`config.mk`:
```
export PLATFORM = sky130hd
export DESIGN_NAME = seven_segment_capture
export DESIGN_NICKNAME = d
export VERILOG_FILES = /design/src/rtl/seven_segment_capture.sv
export SDC_FILE = /design/constraint.sdc
export NUM_CORES = 1
export LEC_CHECK = 0
export ABC_AREA = 1
export CAP_MARGIN = 20
export CORE_MARGIN = 5
export CORE_UTILIZATION = 35
export CTS_CLUSTER_SIZE = 8
export DETAILED_ROUTE_END_ITERATION = 10
export GPL_ROUTABILITY_DRIVEN = 0
export GPL_TIMING_DRIVEN = 0
export SETUP_SLACK_MARGIN = 0.4
export SLEW_MARGIN = 20
export SYNTH_ARGS = -nofsm -noshare
export SYNTH_HDL_FRONTEND = slang
export SYNTH_SLANG_ARGS = --single-unit
```
`constraint.sdc`:
```
create_clock -name clk -period 2.27 [get_ports clk]
set_input_delay 0.5675 -clock clk [delete_from_list [all_inputs] [get_ports clk]]
set_output_delay 0.5675 -clock clk [all_outputs]
set_load 0.01 [all_outputs]
```
`src/rtl/seven_segment_capture.sv`:
```
// Receive-side monitor for the multiplexed 4-digit seven-segment bus.
// Decodes each settled digit back to BCD and reassembles minutes/seconds frames.
module seven_segment_capture #(
  parameter int unsigned SETTLE = 4
) (
  input  logic        clk,
  input  logic        reset,
  input  logic [3:0]  select,
  input  logic [7:0]  sevensegment,
  output logic [15:0] digits,
  output logic [3:0]  blank,
  output logic [6:0]  minutes,
  output logic [5:0]  seconds,
  output logic        frame_valid,
  output logic        err
);

  localparam int unsigned CW = $clog2(SETTLE + 1);

  logic [3:0]       s_sel;
  logic [6:0]       s_seg;
  logic [CW-1:0]    stab_cnt;
  logic [3:0][3:0]  stage;
  logic [3:0]       mask;

  logic             same_c;
  logic             strobe_c;
  logic             cap_c;
  logic             cap_err_c;
  logic [1:0]       k_c;
  logic             k_ok_c;
  logic [4:0]       dec_c;
  logic [3:0]       stage_blank_c;
  logic [6:0]       min_full_c;
  logic [6:0]       sec_full_c;

  // {valid, bcd}; blank decodes as a valid 4'hF
  function automatic logic [4:0] decode(input logic [6:0] p);
    case (p)
      7'h40:   decode = {1'b1, 4'd0};
      7'h79:   decode = {1'b1, 4'd1};
      7'h24:   decode = {1'b1, 4'd2};
      7'h30:   decode = {1'b1, 4'd3};
      7'h19:   decode = {1'b1, 4'd4};
      7'h12:   decode = {1'b1, 4'd5};
      7'h02:   decode = {1'b1, 4'd6};
      7'h78:   decode = {1'b1, 4'd7};
      7'h00:   decode = {1'b1, 4'd8};
      7'h10:   decode = {1'b1, 4'd9};
      7'h7F:   decode = {1'b1, 4'hF};
      default: decode = {1'b0, 4'hF};
    endcase
  endfunction

  function automatic logic [6:0] mul10(input logic [3:0] d);
    mul10 = {d, 3'b000} + {2'b00, d, 1'b0};
  endfunction

  // stab_cnt tracks how long the registered bus has held its current value
  assign same_c   = ({select, sevensegment[6:0]} == {s_sel, s_seg});
  assign strobe_c = (stab_cnt == CW'(SETTLE - 1));
  assign dec_c    = decode(s_seg);

  always_comb begin
    k_c       = 2'd0;
    k_ok_c    = 1'b0;
    cap_c     = 1'b0;
    cap_err_c = 1'b0;
    if (strobe_c) begin
      case (s_sel)
        4'b1110: begin k_c = 2'd0; k_ok_c = 1'b1; end
        4'b1101: begin k_c = 2'd1; k_ok_c = 1'b1; end
        4'b1011: begin k_c = 2'd2; k_ok_c = 1'b1; end
        4'b0111: begin k_c = 2'd3; k_ok_c = 1'b1; end
        4'b1111: ;
        default: cap_err_c = 1'b1;
      endcase
      if (k_ok_c) begin
        if (dec_c[4]) cap_c     = 1'b1;
        else          cap_err_c = 1'b1;
      end
    end
  end

  always_comb begin
    for (int i = 0; i < 4; i++) stage_blank_c[i] = (stage[i] == 4'hF);
    min_full_c = mul10(stage[3]) + 7'(stage[2]);
    sec_full_c = mul10(stage[1]) + 7'(stage[0]);
  end

  always_ff @(posedge clk) begin
    if (reset) begin
      s_sel       <= 4'hF;
      s_seg       <= 7'h7F;
      stab_cnt    <= '0;
      stage       <= {4{4'hF}};
      mask        <= 4'h0;
      digits      <= 16'hFFFF;
      blank       <= 4'hF;
      minutes     <= 7'd0;
      seconds     <= 6'd0;
      frame_valid <= 1'b0;
      err         <= 1'b0;
    end else begin
      s_sel       <= select;
      s_seg       <= sevensegment[6:0];
      frame_valid <= 1'b0;
      err         <= cap_err_c;

      if (!same_c)                        stab_cnt <= '0;
      else if (stab_cnt != CW'(SETTLE))   stab_cnt <= stab_cnt + CW'(1);

      // Publish a completed frame; blanked halves keep their previous value
      if (mask == 4'hF) begin
        digits      <= stage;
        blank       <= stage_blank_c;
        frame_valid <= 1'b1;
        mask        <= 4'h0;
        if (!stage_blank_c[3] && !stage_blank_c[2]) minutes <= min_full_c;
        if (!stage_blank_c[1] && !stage_blank_c[0]) begin
          if (sec_full_c > 7'd59) err <= 1'b1;
          else                    seconds <= sec_full_c[5:0];
        end
      end

      if (cap_c) begin
        stage[k_c] <= dec_c[3:0];
        mask[k_c]  <= 1'b1;
      end
    end
  end

endmodule

```
======== Word-level counts from Yosys, hierarchy flattened ========
Cells that the tools add are included.
word-level totals
  bits in registers ....................... 69
  bits of input ports ..................... 14
  output and inout port bits .............. 35
  logic and storage cells ................. 85
operators by class
  $add $sub $neg .......................... 5
  $lt $le $gt $ge ......................... 3
  equal/unequal tests ..................... 23
  mux-type cells .......................... 24
  bitwise operators ....................... 3
  reduce and logical (&&, ||, !) cells .... 13
operators with widths
  cell                 count
  $pmux 5 s11          1
  $eq 4x4->1 const B   9
  $eq 7x7->1 const B   4
  $eq 7x5->1 const B   3
  $bwmux 16            1
  $mux 4               4
  $add 7x4->7          2
  $add 7x5->7          2
  $eq 7x6->1 const B   2
  $mux 1               14
  $eq 11x11->1         1
  $demux 4 s2          1
  $eq 7x2->1 const B   1
  $gt 7x6->1 const B   1
  $logic_not 7->1      1
  $pmux 2 s3           1
  $reduce_or 5->1      1
  $eq 4x3->1 const B   1
  $logic_not 1->1      4
  $or 4x4->4           1
  $reduce_or 4->1      1
  $add 3x1->3 const B  1
  $eq 3x2->1 const B   1
  $logic_and 1x1->1    3
  other kinds (9)      10

======== Logic depth before layout (Yosys ltp) ========
Gate-level depths: netlist of the first run.
  depth in word-level cells ............... 9
  gate-level depth with buffers ........... 14
  mapped depth without buffers ............ 14

======== Least setup slack after synthesis of the first run ========
No wires, ideal clock.
  path kind ............................... register to register
  start point ............................. register stage[4] in the netlist's numbering
  end point ............................... register seconds[5]
  library setup time ...................... 114 ps
  arrival ................................. 2193 ps
  data required time ...................... 2156 ps
  path slack .............................. -37 ps
  stages on the path, launching flop included .. 9
  path buffers ............................ 0
  clock period less this slack ............ 2307 ps
  path through ............................ dfxtp_1 inv_1 fa_1 fa_1 o21ai_1 xor2_2 nand3_4 a21oi_1 nor2_1
on the way
  word-level cells in the longest chain between the ends .. 5
  elaborated cells on any way between the ends .. 8
  classes of those cells .................. add/sub (2); order compare (1); eq/ne (1); bitwise (1); reduce/logical (3)
RTL lines
  element                            RTL line  text
  start: declaration                 23        logic [3:0][3:0] stage;
  start signal: assignment           96        stage <= {4{4'hF}};
  start signal: indexed assignment   127       stage[k_c] <= dec_c[3:0];
  $add 7x5->7                        56        mul10 = {d, 3'b000} + {2'b00, d, 1'b0};
  $add 7x4->7                        88        sec_full_c = mul10(stage[1]) + 7'(stage[0]);
  $gt 7x6->1                         121       if (sec_full_c > 7'd59) err <= 1'b1;
  $not 1->1 (no source line)         --
  $reduce_and 3->1 (no source line)  --
  end signal: assignment             122       else seconds <= sec_full_c[5:0];
  end: declaration                   13        output logic [5:0] seconds,
Parallel ways exist; a longest one is shown, timed or not.
A chain may end at the register's enable or synchronous reset.

======== Worst setup path after layout of the first run ========
  start point ............................. register stage[6] in the netlist's numbering
  end point ............................... register seconds[5]
Same word-level chain as after synthesis.

==> impl_summary.log, run 1 <==
[metrics] result of the run: finished with violations
[metrics] violated checks: setup timing
[metrics] CTS Buf Count: 9
[metrics] row cnt: 36
[metrics] Crit path required time: around 2.6 ns
[metrics] sequential cell area in the final layout: around 1400 sq um
[metrics] WS Path Type: flop to flop
[metrics] met3 routing resource usage after global routing: 2.58%
[metrics] Setup Slack @ Placement: -0.142 ns
[metrics] type of element capturing the critical path: flop
[metrics] Critical path destination: seconds[5]$_SDFFE_PP0P_
[metrics] Final Critical Period: 2.33 ns
[metrics] number of top-level design ports: between 40 and 50
[metrics] layout net count: roughly 540
[metrics] depth of the worst register-to-register path: 15
[metrics] largest net degree at the start of global routing: 14
[metrics] post-synthesis instance area: between 3000 and 4000 sq um
[metrics] area fraction in and, or, nand and nor cells after synthesis: 34.1%
[metrics] total die area: about 12000 sq um
[metrics] adder and majority gate portion of the synthesized area: roughly 8.5%
[metrics] n_diodes: 0
[metrics] routed wire length: roughly 8000 microns
[metrics] share of cell area taken by muxes after synthesis: 0%
[metrics] setup-violating endpoint count in the final report: 5
[metrics] number of sinks driven by the clock tree: slightly below 70
[metrics] final hold violation count: 0
[metrics] post-synthesis to final-layout area growth: 29.2%
[metrics] CP arrival: around 2.6 ns
[metrics] Fill cells: 1002
[metrics] reg-to-reg critical path endpoint: seconds[5]$_SDFFE_PP0P_
[metrics] area of the multi-input gates: ~1900 sq um
[metrics] initial antenna violation count: 0
[metrics] setup repair after global routing missed its margin: true
[metrics] cell leakage power: between 1.5 and 2 nW
[metrics] number of DRC violations after detailed-routing iteration 0: between 90 and 100
[metrics] placed wire-length estimate after detailed placement: 6090 microns
[metrics] pwr dens: 559 nW/um^2
[metrics] port bufs: 47
[metrics] number of remaining DRC errors: 0
[metrics] power consumption: roughly 0.0025 W
[metrics] source of the worst register-to-register timing path: stage[6]$_SDFFE_PP1P_
[metrics] fraction of layout cells with a size suffix above 1: roughly a fifth
[metrics] met1 Use GR: between 10% and 20%
[metrics] via count of the routed design: between 3000 and 4000
[metrics] area of the core region: roughly 10000 sq um
[metrics] register-to-register setup slack: -0.06 ns
[metrics] top post-synthesis cells by area: sky130_fd_sc_hd__dfxtp_1 (40%), sky130_fd_sc_hd__nand2_1 (12%), sky130_fd_sc_hd__ha_1 (6.1%), sky130_fd_sc_hd__nand3_1 (5.6%), sky130_fd_sc_hd__nand4_1 (4.3%)
[metrics] number of optimization iterations in the first detailed-route pass: 4
[metrics] number of storage elements in the synthesis netlist: 69
[metrics] wire length of the first global-routing pass: about 14000 microns
[metrics] largest family of logic cells by synthesized area: simple AND/OR/NAND/NOR gates
[metrics] leftover overflow at the end of global routing: 0
[metrics] Die Width: between 100 and 150 microns
[metrics] worst slew margin relative to its limit: 60.8%
[metrics] grt peak-use layer: met2
[metrics] sequential cell area fraction in the yosys report: around 40%
[metrics] Starting Density: 35.6%
[metrics] post-route fraction of the period consumed by the critical path: 103%
[metrics] MaxCap Viol Count: 0
[metrics] Longest Clk Path Bufs: 2
[metrics] fraction of met2 tracks used by global routing: between 20% and 30%
[metrics] critical path fanouts, max: 7
[metrics] Syn Nets: 476
[metrics] CTS Root Buffer Type: sky130_fd_sc_hd__clkbuf_8
[metrics] number of global-route vias before repair: between 2000 and 3000
[metrics] latest clock arrival within the worst-skew pair: between 0.3 and 0.4 ns
[metrics] worst slack on hold paths: 0.444 ns
[metrics] yosys warns: 0
[metrics] total number of H-tree levels: 3
[metrics] Slew @ Worst Pin: about 0.59 ns
[metrics] vias per std cell: ~4.7
[metrics] post-synthesis cell type count: 37
[metrics] class of the worst hold path: flop to flop
[metrics] instance count along the most critical hold path: 2
[metrics] share of the synthesized netlist area taken by xor and xnor gates: 2.49%
[metrics] remaining antenna violation count after routing: 0
[metrics] die height: about 110 microns
[metrics] overall routing resource usage: 14.4%
[metrics] achievable clock frequency: 429 MHz
[metrics] mean instance size in the synthesized netlist: 7.85 sq um
[metrics] Post-Synthesis Cells: 441
[metrics] TritonCTS clock tree: yes
[metrics] Reg clk slew, reported paths: ~0.080 ns
[metrics] Hold-fix buffers, CTS: 0
[metrics] area leader, netlist: sky130_fd_sc_hd__dfxtp_1
[metrics] area share of the largest cell type after synthesis: about two fifths
[metrics] complex-gate fraction of the synthesized area: roughly 8.1%
[metrics] Worst Setup Start Kind: flop
[metrics] CP Launch Point: stage[6]$_SDFFE_PP1P_
[metrics] worst supply voltage drop on vdd: around 250 uV
[metrics] Setup WS post-layout: -0.0628 ns
[metrics] setup skew after layout: between 0.007 and 0.008 ns
[metrics] Routed WL per cell: between 10 and 15 microns
[metrics] Max Transition Viols Final: 0
## power by group
| group | switching, W | internal, W | total [W] | leakage, nW |
|---|---|---|---|---|
| clock network | 0.000494 | 0.000624 | 0.00112 | 0.106 |
| logic | 0.0000931 | 0.0000578 | 0.000151 | 1.31 |
| registers | 0.0000136 | 0.00122 | 0.00123 | 0.557 |
## worst min-delay path by stage
stage                                  startpoint                 endpoint
after detailed placement  seconds[4]$_SDFFE_PP0P_  seconds[4]$_SDFFE_PP0P_
after CTS                 seconds[4]$_SDFFE_PP0P_  seconds[4]$_SDFFE_PP0P_
after floorplan             stage[4]$_SDFFE_PP1P_    stage[4]$_SDFFE_PP1P_
after global placement    seconds[4]$_SDFFE_PP0P_  seconds[4]$_SDFFE_PP0P_
after global routing      seconds[4]$_SDFFE_PP0P_  seconds[4]$_SDFFE_PP0P_
final                     seconds[4]$_SDFFE_PP0P_  seconds[4]$_SDFFE_PP0P_
## critical path, stage by stage (launching register included)
cell and delay, ns:
sky130_fd_sc_hd__dfxtp_4 0.39, sky130_fd_sc_hd__inv_4 0.04, sky130_fd_sc_hd__fa_1 0.60, sky130_fd_sc_hd__inv_1 0.06, sky130_fd_sc_hd__ha_1 0.27, sky130_fd_sc_hd__nand2_1 0.05, sky130_fd_sc_hd__nand2_1 0.08, sky130_fd_sc_hd__nand2_2 0.06
sky130_fd_sc_hd__nand2_1 0.05, sky130_fd_sc_hd__nand2_1 0.06, sky130_fd_sc_hd__nand4_1 0.11, sky130_fd_sc_hd__buf_6 0.14, sky130_fd_sc_hd__nand3_4 0.12, sky130_fd_sc_hd__nand2_2 0.10, sky130_fd_sc_hd__nand2_1 0.05, sky130_fd_sc_hd__nor2_1 0.11
## state kept, by name (all words and copies together), names as in the netlist
name         flops
stab_cnt         3
minutes          7
frame_valid      1
s_seg            7
mask             4
seconds          6
digits          16
s_sel            4
err              1
blank            4
stage           16
## placed cells by master, fill, tap and decap left out, types with 3 or more instances in the layout
| cell type | count |
|---|---|
| sky130_fd_sc_hd__inv_2 | 11 |
| sky130_fd_sc_hd__o211ai_1 | 9 |
| sky130_fd_sc_hd__a21oi_1 | 19 |
| sky130_fd_sc_hd__nand3_2 | 3 |
| sky130_fd_sc_hd__nor2_1 | 21 |
| sky130_fd_sc_hd__ha_1 | 17 |
| sky130_fd_sc_hd__inv_1 | 30 |
| sky130_fd_sc_hd__clkdlybuf4s50_1 | 47 |
| sky130_fd_sc_hd__or2_2 | 7 |
| sky130_fd_sc_hd__nand2_1 | 112 |
| sky130_fd_sc_hd__buf_4 | 9 |
| sky130_fd_sc_hd__buf_6 | 4 |
| sky130_fd_sc_hd__xor2_1 | 5 |
| sky130_fd_sc_hd__dfxtp_2 | 6 |
| sky130_fd_sc_hd__o21ai_0 | 5 |
| sky130_fd_sc_hd__nand3_4 | 5 |
| sky130_fd_sc_hd__clkbuf_1 | 9 |
| sky130_fd_sc_hd__dfxtp_1 | 61 |
| sky130_fd_sc_hd__nor2_2 | 5 |
| sky130_fd_sc_hd__nand3_1 | 39 |
| sky130_fd_sc_hd__nand4_1 | 24 |
| sky130_fd_sc_hd__clkbuf_8 | 9 |
| sky130_fd_sc_hd__a21oi_2 | 7 |
| sky130_fd_sc_hd__nand2_2 | 13 |
| sky130_fd_sc_hd__o22ai_1 | 3 |
## layout make-up
class / instances / share of cell area, %
flip-flops and latches: 69 / 31.2
plain buffers: 14 / 1.71
inverters: 44 / 3.75
multi-input cells: 314 / 42.4
well taps: 133 / 3.72
clock inverters: 7 / 2.18
clock buffers: 9 / 2.77
repair buffers: 57 / 12.3
## cells by family after synthesis
family,after synthesis
flops,69
buf+inv,58
compound gates,47
xor+xnor,9
fa+ha+maj,21
simple gates,237
## synth_stat cells
master	number
sky130_fd_sc_hd__a211oi_1	1
sky130_fd_sc_hd__a21oi_1	23
sky130_fd_sc_hd__a21oi_2	3
sky130_fd_sc_hd__and3_1	1
sky130_fd_sc_hd__buf_1	1
sky130_fd_sc_hd__buf_2	1
sky130_fd_sc_hd__buf_6	3
sky130_fd_sc_hd__clkbuf_1	9
sky130_fd_sc_hd__clkinv_1	2
sky130_fd_sc_hd__dfxtp_1	69
sky130_fd_sc_hd__fa_1	4
sky130_fd_sc_hd__ha_1	17
sky130_fd_sc_hd__inv_1	33
sky130_fd_sc_hd__inv_2	9
sky130_fd_sc_hd__nand2_1	115
sky130_fd_sc_hd__nand2_2	10
sky130_fd_sc_hd__nand3_1	39
sky130_fd_sc_hd__nand3_2	3
sky130_fd_sc_hd__nand3_4	5
sky130_fd_sc_hd__nand3b_1	1
sky130_fd_sc_hd__nand4_1	24
sky130_fd_sc_hd__nand4_2	1
sky130_fd_sc_hd__nor2_1	21
sky130_fd_sc_hd__nor2_2	5
sky130_fd_sc_hd__nor2_4	1
sky130_fd_sc_hd__nor3_1	2
sky130_fd_sc_hd__nor3_4	1
sky130_fd_sc_hd__nor4_1	1
sky130_fd_sc_hd__o2111ai_1	1
sky130_fd_sc_hd__o211ai_1	9
sky130_fd_sc_hd__o21ai_0	5
sky130_fd_sc_hd__o21ai_1	2
sky130_fd_sc_hd__o22ai_1	3
sky130_fd_sc_hd__or2_2	7
sky130_fd_sc_hd__xnor2_1	2
sky130_fd_sc_hd__xor2_1	6
sky130_fd_sc_hd__xor2_2	1
## per-stage QoR
stage / area [sq um] / utilization, % / TNS [ns] / instances
floorplan: 3470 / - / 0 / 441
global placement: 4110 / 42.2 / -0.471 / 621
detailed placement: 4110 / 42.2 / -0.745 / 621
CTS: 4430 / 45.6 / -0.0102 / 644
global route: 4470 / 46.0 / -1.18 / 647
finish: 4470 / 46.0 / -0.236 / 647
## per-layer routing
metal | vias to the layer above | part of all wire (%) | routed length, microns
met1 | 1397 | 47 | 3770
li1 | 1605 | - | -
met3 | 7 | 5.1 | 413
met2 | 54 | 47 | 3740
met4 | 0 | 1.2 | 93
met5 | - | 0 | 0
## timing repair
action | in CTS | in global routing
setup endpoints to repair | 8 | 11
pin swaps | 10 | 11
setup buffers | 7 | 3
gates resized for setup | 15 | 8
No activity file was read; power rests on OpenSTA's default activity.
==> inputs of run 2 (changes only) <==
CORE_UTILIZATION = 49   (was 35)
PLACE_DENSITY = 0.76   (was not set)
==> impl_summary.log, run 2 (synthesis gave the netlist of run 1 again) <==
[metrics] violated checks: setup timing
[metrics] CP Launch Point: stage[3]$_SDFFE_PP1P_
[metrics] result of the run: finished with violations
[metrics] cell leakage power: 1.97 nW (about the same)
[metrics] Die Width: 94.1 microns (-14%)
[metrics] power consumption: 0.00259 W (+3.6%)
[metrics] Hold Path Origin: seconds[4]$_SDFFE_PP0P_
[metrics] Setup Slack @ Placement: -0.152 ns (-0.00973 ns)
[metrics] MaxCap Viol Count: 0 (unchanged)
[metrics] class of the worst hold path: flop to flop
[metrics] placed wire-length estimate after detailed placement: 5840 microns (-4.1%)
[metrics] die height: 94.1 microns (-14%)
[metrics] area of placed instances: 4060 sq um (-1.1%)
[metrics] Post-Layout Inst Area: 4410 sq um (-1.4%)
[metrics] Final Critical Period: 2.28 ns (-0.0483 ns)
[metrics] n_diodes: 0 (unchanged)
[metrics] number of sinks driven by the clock tree: 69 (unchanged)
[metrics] Hold-fix buffers, CTS: 0 (unchanged)
[metrics] commonest non-fill, non-tap cell in the layout: sky130_fd_sc_hd__nand2_1
[metrics] number of optimization iterations in the first detailed-route pass: 4 (unchanged)
[metrics] total number of H-tree levels: 3 (unchanged)
[metrics] source of the worst register-to-register timing path: stage[3]$_SDFFE_PP1P_
[metrics] post-synthesis to final-layout area growth: 27.4%
[metrics] type of element capturing the critical path: flop
[metrics] CTS Root Buffer Type: sky130_fd_sc_hd__clkbuf_8
[metrics] top library cells by usage in the layout, fill and taps aside: sky130_fd_sc_hd__nand2_1 (115), sky130_fd_sc_hd__dfxtp_1 (60), sky130_fd_sc_hd__clkdlybuf4s50_1 (47)
[metrics] routed wire length: 7890 microns (-1.7%)
[metrics] number of top-level design ports: 49 (unchanged)
[metrics] Worst Setup Start Kind: flop
[metrics] overall routing resource usage: 19.2% (+4.9 points)
[metrics] Max Transition Viols Final: 0 (unchanged)
[metrics] Routed WL per cell: 13.0 microns (+4.8%)
[metrics] latest clock arrival within the worst-skew pair: 0.35 ns (about the same)
[metrics] leftover overflow at the end of global routing: 0 (unchanged)
[metrics] critical path fanouts, max: 6 (-1)
[metrics] via count of the routed design: 3140 (+2.5%)
[metrics] area of the core region: 6830 sq um (-30%)
[metrics] vias per std cell: 5.17 (+9.3%)
[metrics] layout net count: 541 (-0.55%)
[metrics] number of remaining DRC errors: 0 (unchanged)
[metrics] CP arrival: 2.50 ns (-0.11 ns)
[metrics] fin cells: 607 (-6.2%)
[metrics] achievable clock frequency: 438 MHz (+2.1%)
[metrics] worst supply voltage drop on vdd: 306 uV (+21%)
[metrics] fraction of layout cells with a size suffix above 1: 17.8% (-1.3 points)
[metrics] worst slew margin relative to its limit: 58.8% (-2.1 points)
[metrics] setup-violating endpoint count in the final report: 3 (-2)
[metrics] wire length of the first global-routing pass: 13400 microns (-1.8%)
[metrics] total die area: 8850 sq um (-26%)
[metrics] Placed Cells: 584 (-6.0%)
[metrics] Setup WS post-layout: -0.0146 ns (+0.0483 ns)
[metrics] initial antenna violation count: 0 (unchanged)
[metrics] largest net degree at the start of global routing: 13 (-1)
[metrics] Crit path required time: 2.49 ns (-0.06 ns)
[metrics] remaining antenna violation count after routing: 0 (unchanged)
[metrics] number of DRC violations after detailed-routing iteration 0: 149 (+51%)
[metrics] setup skew after layout: 0.00445 ns (-0.00327 ns)
[metrics] setup repair after global routing missed its margin: true
[metrics] port bufs: 47 (unchanged)
[metrics] CTS Buf Count: 9 (unchanged)
[metrics] final hold violation count: 0 (unchanged)
[metrics] largest registers: digits x16, stage x16
[metrics] pwr dens: 587 nW/um^2 (+5.1%)
[metrics] row cnt: 30 (-17%)
[metrics] number of global-route vias before repair: 2990 (+0.34%)
[metrics] TritonCTS clock tree: yes
[metrics] Reg clk slew, reported paths: 0.08 ns (about the same)
[metrics] Starting Density: 50.7% (+15 points)
[metrics] WS Path Type: flop to flop
[metrics] core occupancy in the finished layout: 64.6% (+19 points)
[metrics] Longest Clk Path Bufs: 2 (unchanged)
[metrics] Slew @ Worst Pin: 0.618 ns (+0.0309 ns)
[metrics] post-route fraction of the period consumed by the critical path: 101% (-2.1 points)
==> run 2: cell types whose count changed in the layout (fill, tap and decap cells not counted), sizes merged <==
| cell | delta |
|---|---|
| inv | -2 |
| buf | -3 |
| bufinv | +1 |
| clkinvlp | -1 |
| clkbuf | +1 |
| clkinv | +1 |
==> run 2: power by group <==
group / switching [W] / internal, W / leakage, nW
Clock: 0.000478 / 0.000730 / 0.116
Sequential: 0.0000140 / 0.00122 / 0.557
Combinational: 0.0000926 / 0.0000577 / 1.30
Total: 0.000584 / 0.00200 / 1.97
==> run 2: layout make-up <==
class                      instances  area [sq um]
fill                             622          2420
multi-input combinational        314          1880
sequential                        69          1400
timing repair buffer              54           527
inverter                          44           165
clock buffer                      10           128
tap                               96           120
clock inverter                     6           111
buffer                            14          76.3
==> run 2: worst max-delay path, stage by stage (launching register included) <==
cell	delay, ns
sky130_fd_sc_hd__dfxtp_2	0.34
sky130_fd_sc_hd__inv_2	0.05
sky130_fd_sc_hd__fa_1	0.52
sky130_fd_sc_hd__fa_2	0.41
sky130_fd_sc_hd__xor2_2	0.17
sky130_fd_sc_hd__nor2_1	0.10
sky130_fd_sc_hd__nand4_1	0.12
sky130_fd_sc_hd__buf_6	0.15
sky130_fd_sc_hd__buf_4	0.13
sky130_fd_sc_hd__nand4_1	0.09
sky130_fd_sc_hd__a21oi_1	0.07
==> run 2: metrics by stage <==
step / hold slack, ns / TNS, ns
2_1_floorplan: 0.449 / 0
3_3_place_gp: 0.432 / -0.395
3_5_place_dp: 0.442 / -0.801
4_1_cts: 0.452 / 0
5_1_grt: 0.470 / -0.838
6_report: 0.451 / -0.0235
==> run 2: worst paths after layout <==
path,cells after the start,to,slack (ns)
worst min-delay path,2,seconds[4]$_SDFFE_PP0P_,0.45
worst max register to register,10,seconds[2]$_SDFFE_PP0P_,-0.01
worst min register to register,2,seconds[4]$_SDFFE_PP0P_,0.45
worst max-delay path,10,seconds[2]$_SDFFE_PP0P_,-0.01
==> run 2: metal layers <==
layer  part of all wire [%]  global-route usage (%)
met5                      0                       0
met4                    2.6                    9.63
met3                    5.0                    4.25
met2                     48                    31.6
met1                     45                    23.6
==> run 2: what timing repair did <==
action                     in CTS  in global routing
setup buffers                   5                  2
gates resized for setup        11                  9
gates cloned                    0                  0
pin swaps                       9                  4
setup endpoints to repair       8                 12
==> inputs of run 3 (changes only) <==
CTS_CLUSTER_SIZE = 25   (was 8)
REMOVE_ABC_BUFFERS = 1   (was not set)
==> impl_summary.log, run 3 (synthesis gave the netlist of run 1 again) <==
[metrics] peak per-stage delay on the critical path: 0.59 ns (+0.07 ns)
[metrics] internal power of the cells: 0.00192 W (-3.9%)
[metrics] Max Transition Viols Final: 0 (unchanged)
[metrics] leftover overflow at the end of global routing: 0 (unchanged)
[metrics] total die area: 8850 sq um (unchanged)
[metrics] Largest delay share family, worst path: adder cells
[metrics] Starting Density: 50.7% (unchanged)
[metrics] WS Path Type: flop to flop
[metrics] post-synthesis to final-layout area growth: 32.3%
[metrics] wire length of the first global-routing pass: 14200 microns (+5.3%)
[metrics] worst slew margin relative to its limit: 60.7% (+1.9 points)
[metrics] port bufs: 47 (unchanged)
[metrics] endpoint with the worst hold slack: seconds[4]$_SDFFE_PP0P_
[metrics] reg-to-reg critical path endpoint: seconds[0]$_SDFFE_PP0P_
[metrics] Crit path required time: 2.48 ns (about the same)
[metrics] combinational group share of total power: 5.7% (about the same)
[metrics] achievable clock frequency: 423 MHz (-3.4%)
[metrics] CP arrival: 2.58 ns (+0.08 ns)
[metrics] Hold-fix buffers, CTS: 0 (unchanged)
[metrics] TritonCTS clock tree: yes
[metrics] cell leakage power: 2.07 nW (+5.2%)
[metrics] vias per std cell: 5.28 (+2.1%)
[metrics] clock share of power: 45.3% (-1.4 points)
[metrics] layout net count: 546 (+0.92%)
[metrics] commonest non-fill, non-tap cell in the layout: sky130_fd_sc_hd__nand2_1
[metrics] combined buffer and inverter count along the critical path: 4 (+1)
[metrics] type of element capturing the critical path: flop
[metrics] latest clock arrival within the worst-skew pair: 0.35 ns (about the same)
[metrics] row cnt: 30 (unchanged)
[metrics] power consumption: 0.00252 W (-2.8%)
[metrics] via count of the routed design: 3233 (+3.0%)
[metrics] cell with the largest stage delay on the worst path: sky130_fd_sc_hd__fa_2
[metrics] sw frac: 23.5% (+0.94 points)
[metrics] number of sinks driven by the clock tree: 69 (unchanged)
[metrics] logic depth of the worst setup path including buffers: 13 (+3)
[metrics] top library cells by usage in the layout, fill and taps aside: sky130_fd_sc_hd__nand2_1 (109), sky130_fd_sc_hd__dfxtp_1 (58), sky130_fd_sc_hd__clkdlybuf4s50_1 (46)
[metrics] Total Negative Setup Slacks: -0.350 ns (-0.327 ns)
[metrics] area of the core region: 6830 sq um (unchanged)
[metrics] critical path fanouts, max: 6 (unchanged)
[metrics] Die Width: 94.1 microns (unchanged)
[metrics] number of global-route vias before repair: 3181 (+6.4%)
[metrics] CTS Buf Count: 9 (unchanged)
[metrics] setup skew after layout: 0.00820 ns (+0.00375 ns)
[metrics] core occupancy in the finished layout: 67.1% (+2.5 points)
[metrics] post-route fraction of the period consumed by the critical path: 104% (+3.5 points)
[metrics] initial antenna violation count: 0 (unchanged)
[metrics] Routed WL per cell: 14.0 microns (+7.8%)
[metrics] remaining antenna violation count after routing: 0 (unchanged)
[metrics] depth of the worst register-to-register path: 13 (+3)
[metrics] fin cells: 612 (+0.82%)
[metrics] critical path cell sequence: inv_2 > fa_2 > inv_2 > ha_4 > nand2_4 > nand2_2 > nand2_2 > nand3b_1 > nand4_1 > buf_6 > buf_4 > nand4_1 > a21oi_1
[metrics] number of top-level design ports: 49 (unchanged)
[metrics] Slew @ Worst Pin: 0.590 ns (-0.0287 ns)
[metrics] Longest Clk Path Bufs: 2 (unchanged)
[metrics] Reg clk slew, reported paths: 0.08 ns (about the same)
[metrics] setup-violating endpoint count in the final report: 6 (+3)
[metrics] Placed Cells: 570 (-2.4%)
[metrics] MaxCap Viol Count: 0 (unchanged)
[metrics] Setup Slack @ Placement: -0.958 ns (-0.806 ns)
[metrics] instance count along the most critical hold path: 2 (unchanged)
[metrics] fraction of layout cells with a size suffix above 1: 23.3% (+5.4 points)
[metrics] die height: 94.1 microns (unchanged)
[metrics] largest registers: digits x16, stage x16
[metrics] routed wire length: 8570 microns (+8.6%)
[metrics] Hold Path Origin: seconds[4]$_SDFFE_PP0P_
[metrics] number of remaining DRC errors: 0 (unchanged)
[metrics] n_diodes: 0 (unchanged)
[metrics] part of the total power dissipated in sequential elements: 49.0% (+1.5 points)
[metrics] overall routing resource usage: 20.2% (+0.98 points)
[metrics] largest net degree at the start of global routing: 46 (+33)
[metrics] total number of H-tree levels: 3 (unchanged)
[metrics] worst supply voltage drop on vdd: 421 uV (+38%)
[metrics] Setup WS post-layout: -0.0944 ns (-0.0799 ns)
[metrics] Worst Setup Start Kind: flop
[metrics] CTS Root Buffer Type: sky130_fd_sc_hd__clkbuf_8
[metrics] violated checks: setup timing
[metrics] source of the worst register-to-register timing path: stage[3]$_SDFFE_PP1P_
[metrics] pwr dens: 549 nW/um^2 (-6.4%)
[metrics] final hold violation count: 0 (unchanged)
[metrics] class of the worst hold path: flop to flop
[metrics] result of the run: finished with violations
[metrics] NetSw: 0.000592 W (+1.3%)
[metrics] number of DRC violations after detailed-routing iteration 0: 142 (-4.7%)
[metrics] register-to-register setup slack: -0.09 ns (-0.08 ns)
[metrics] setup repair after global routing missed its margin: true
[metrics] Final Critical Period: 2.36 ns (+0.0799 ns)
[metrics] number of optimization iterations in the first detailed-route pass: 4 (unchanged)
[metrics] placed wire-length estimate after detailed placement: 5260 microns (-10%)
run 3: cell types whose count changed in the layout (fill, tap and decap cells not counted), moves of 3 or more:
cell / before / now
sky130_fd_sc_hd__ha_4: 0 / 3
sky130_fd_sc_hd__nand2_1: 115 / 109
sky130_fd_sc_hd__buf_4: 6 / 9
sky130_fd_sc_hd__buf_6: 4 / 15
sky130_fd_sc_hd__nand2_2: 10 / 15
sky130_fd_sc_hd__dfxtp_2: 6 / 10
sky130_fd_sc_hd__clkbuf_1: 10 / 1
run 3: worst register-to-register path, stage by stage, from the launching register on:
cell and delay [ns]:
sky130_fd_sc_hd__dfxtp_2 0.35, sky130_fd_sc_hd__inv_2 0.06, sky130_fd_sc_hd__fa_2 0.59, sky130_fd_sc_hd__inv_2 0.05, sky130_fd_sc_hd__ha_4 0.27, sky130_fd_sc_hd__nand2_4 0.05
sky130_fd_sc_hd__nand2_2 0.08, sky130_fd_sc_hd__nand2_2 0.06, sky130_fd_sc_hd__nand3b_1 0.14, sky130_fd_sc_hd__nand4_1 0.14, sky130_fd_sc_hd__buf_6 0.16, sky130_fd_sc_hd__buf_4 0.13
sky130_fd_sc_hd__nand4_1 0.07, sky130_fd_sc_hd__a21oi_1 0.07
run 3: power groups by stage:
| stage | sequential, W | combinational, W | clock (W) |
|---|---|---|---|
| floorplan | 0.00126 | 0.0000901 | 0 |
| global placement | 0.00126 | 0.000137 | 0 |
| detailed placement | 0.00126 | 0.000140 | 0 |
| CTS | 0.00123 | 0.000142 | 0.00115 |
| global route | 0.00123 | 0.000161 | 0.00121 |
| finish | 0.00123 | 0.000144 | 0.00114 |
run 3: stage by stage:
step / instance area, sq um / hold slack, ns
after floorplan: 3390 / 0.451
after global placement: 3980 / 0.431
after detailed placement: 3980 / 0.434
after CTS: 4410 / 0.445
after global routing: 4580 / 0.473
final: 4580 / 0.442
run 3: worst max-delay path by stage:
stage	end	startpoint	slack [ns]
2_1_floorplan	seconds[5]$_SDFFE_PP0P_	stage[4]$_SDFFE_PP1P_	-0.04
3_5_place_dp	stab_cnt[1]$_SDFFE_PP0P_	reset	-0.96
5_1_grt	seconds[5]$_SDFFE_PP0P_	stage[3]$_SDFFE_PP1P_	-0.22
3_3_place_gp	stab_cnt[2]$_SDFFE_PP0P_	reset	-1.51
4_1_cts	seconds[5]$_SDFFE_PP0P_	stage[6]$_SDFFE_PP1P_	0.03
6_report	seconds[0]$_SDFFE_PP0P_	stage[3]$_SDFFE_PP1P_	-0.09
run 3: routing by layer:
metal  part of all wire [%]  routed length [microns]  vias up  GRT usage (%)
met2                     50                     4310       77           35.1
met1                     42                     3590     1522           23.0
met3                    4.6                      392       23           5.13
met4                    3.2                      272        0           9.63
li1                       -                        -     1611              -
met5                      0                        0        -              0
run 3: layout make-up:
| class | count | area (sq um) |
|---|---|---|
| Clock buffer | 11 | 141 |
| Clock inverter | 5 | 82.6 |
| Fill cell | 586 | 2250 |
| Inverter | 44 | 180 |
| Multi-Input combinational cell | 316 | 1960 |
| Sequential cell | 69 | 1400 |
| Tap cell | 96 | 120 |
| Timing Repair Buffer | 71 | 702 |
run 3: repair_timing:
| item | CTS | global route |
|---|---|---|
| resized for setup | 18 | 41 |
| cloned | 1 | 1 |
| pin swaps | 12 | 18 |
| buffers inserted | 20 | 4 |
| setup endpoints to repair | 56 | 36 |
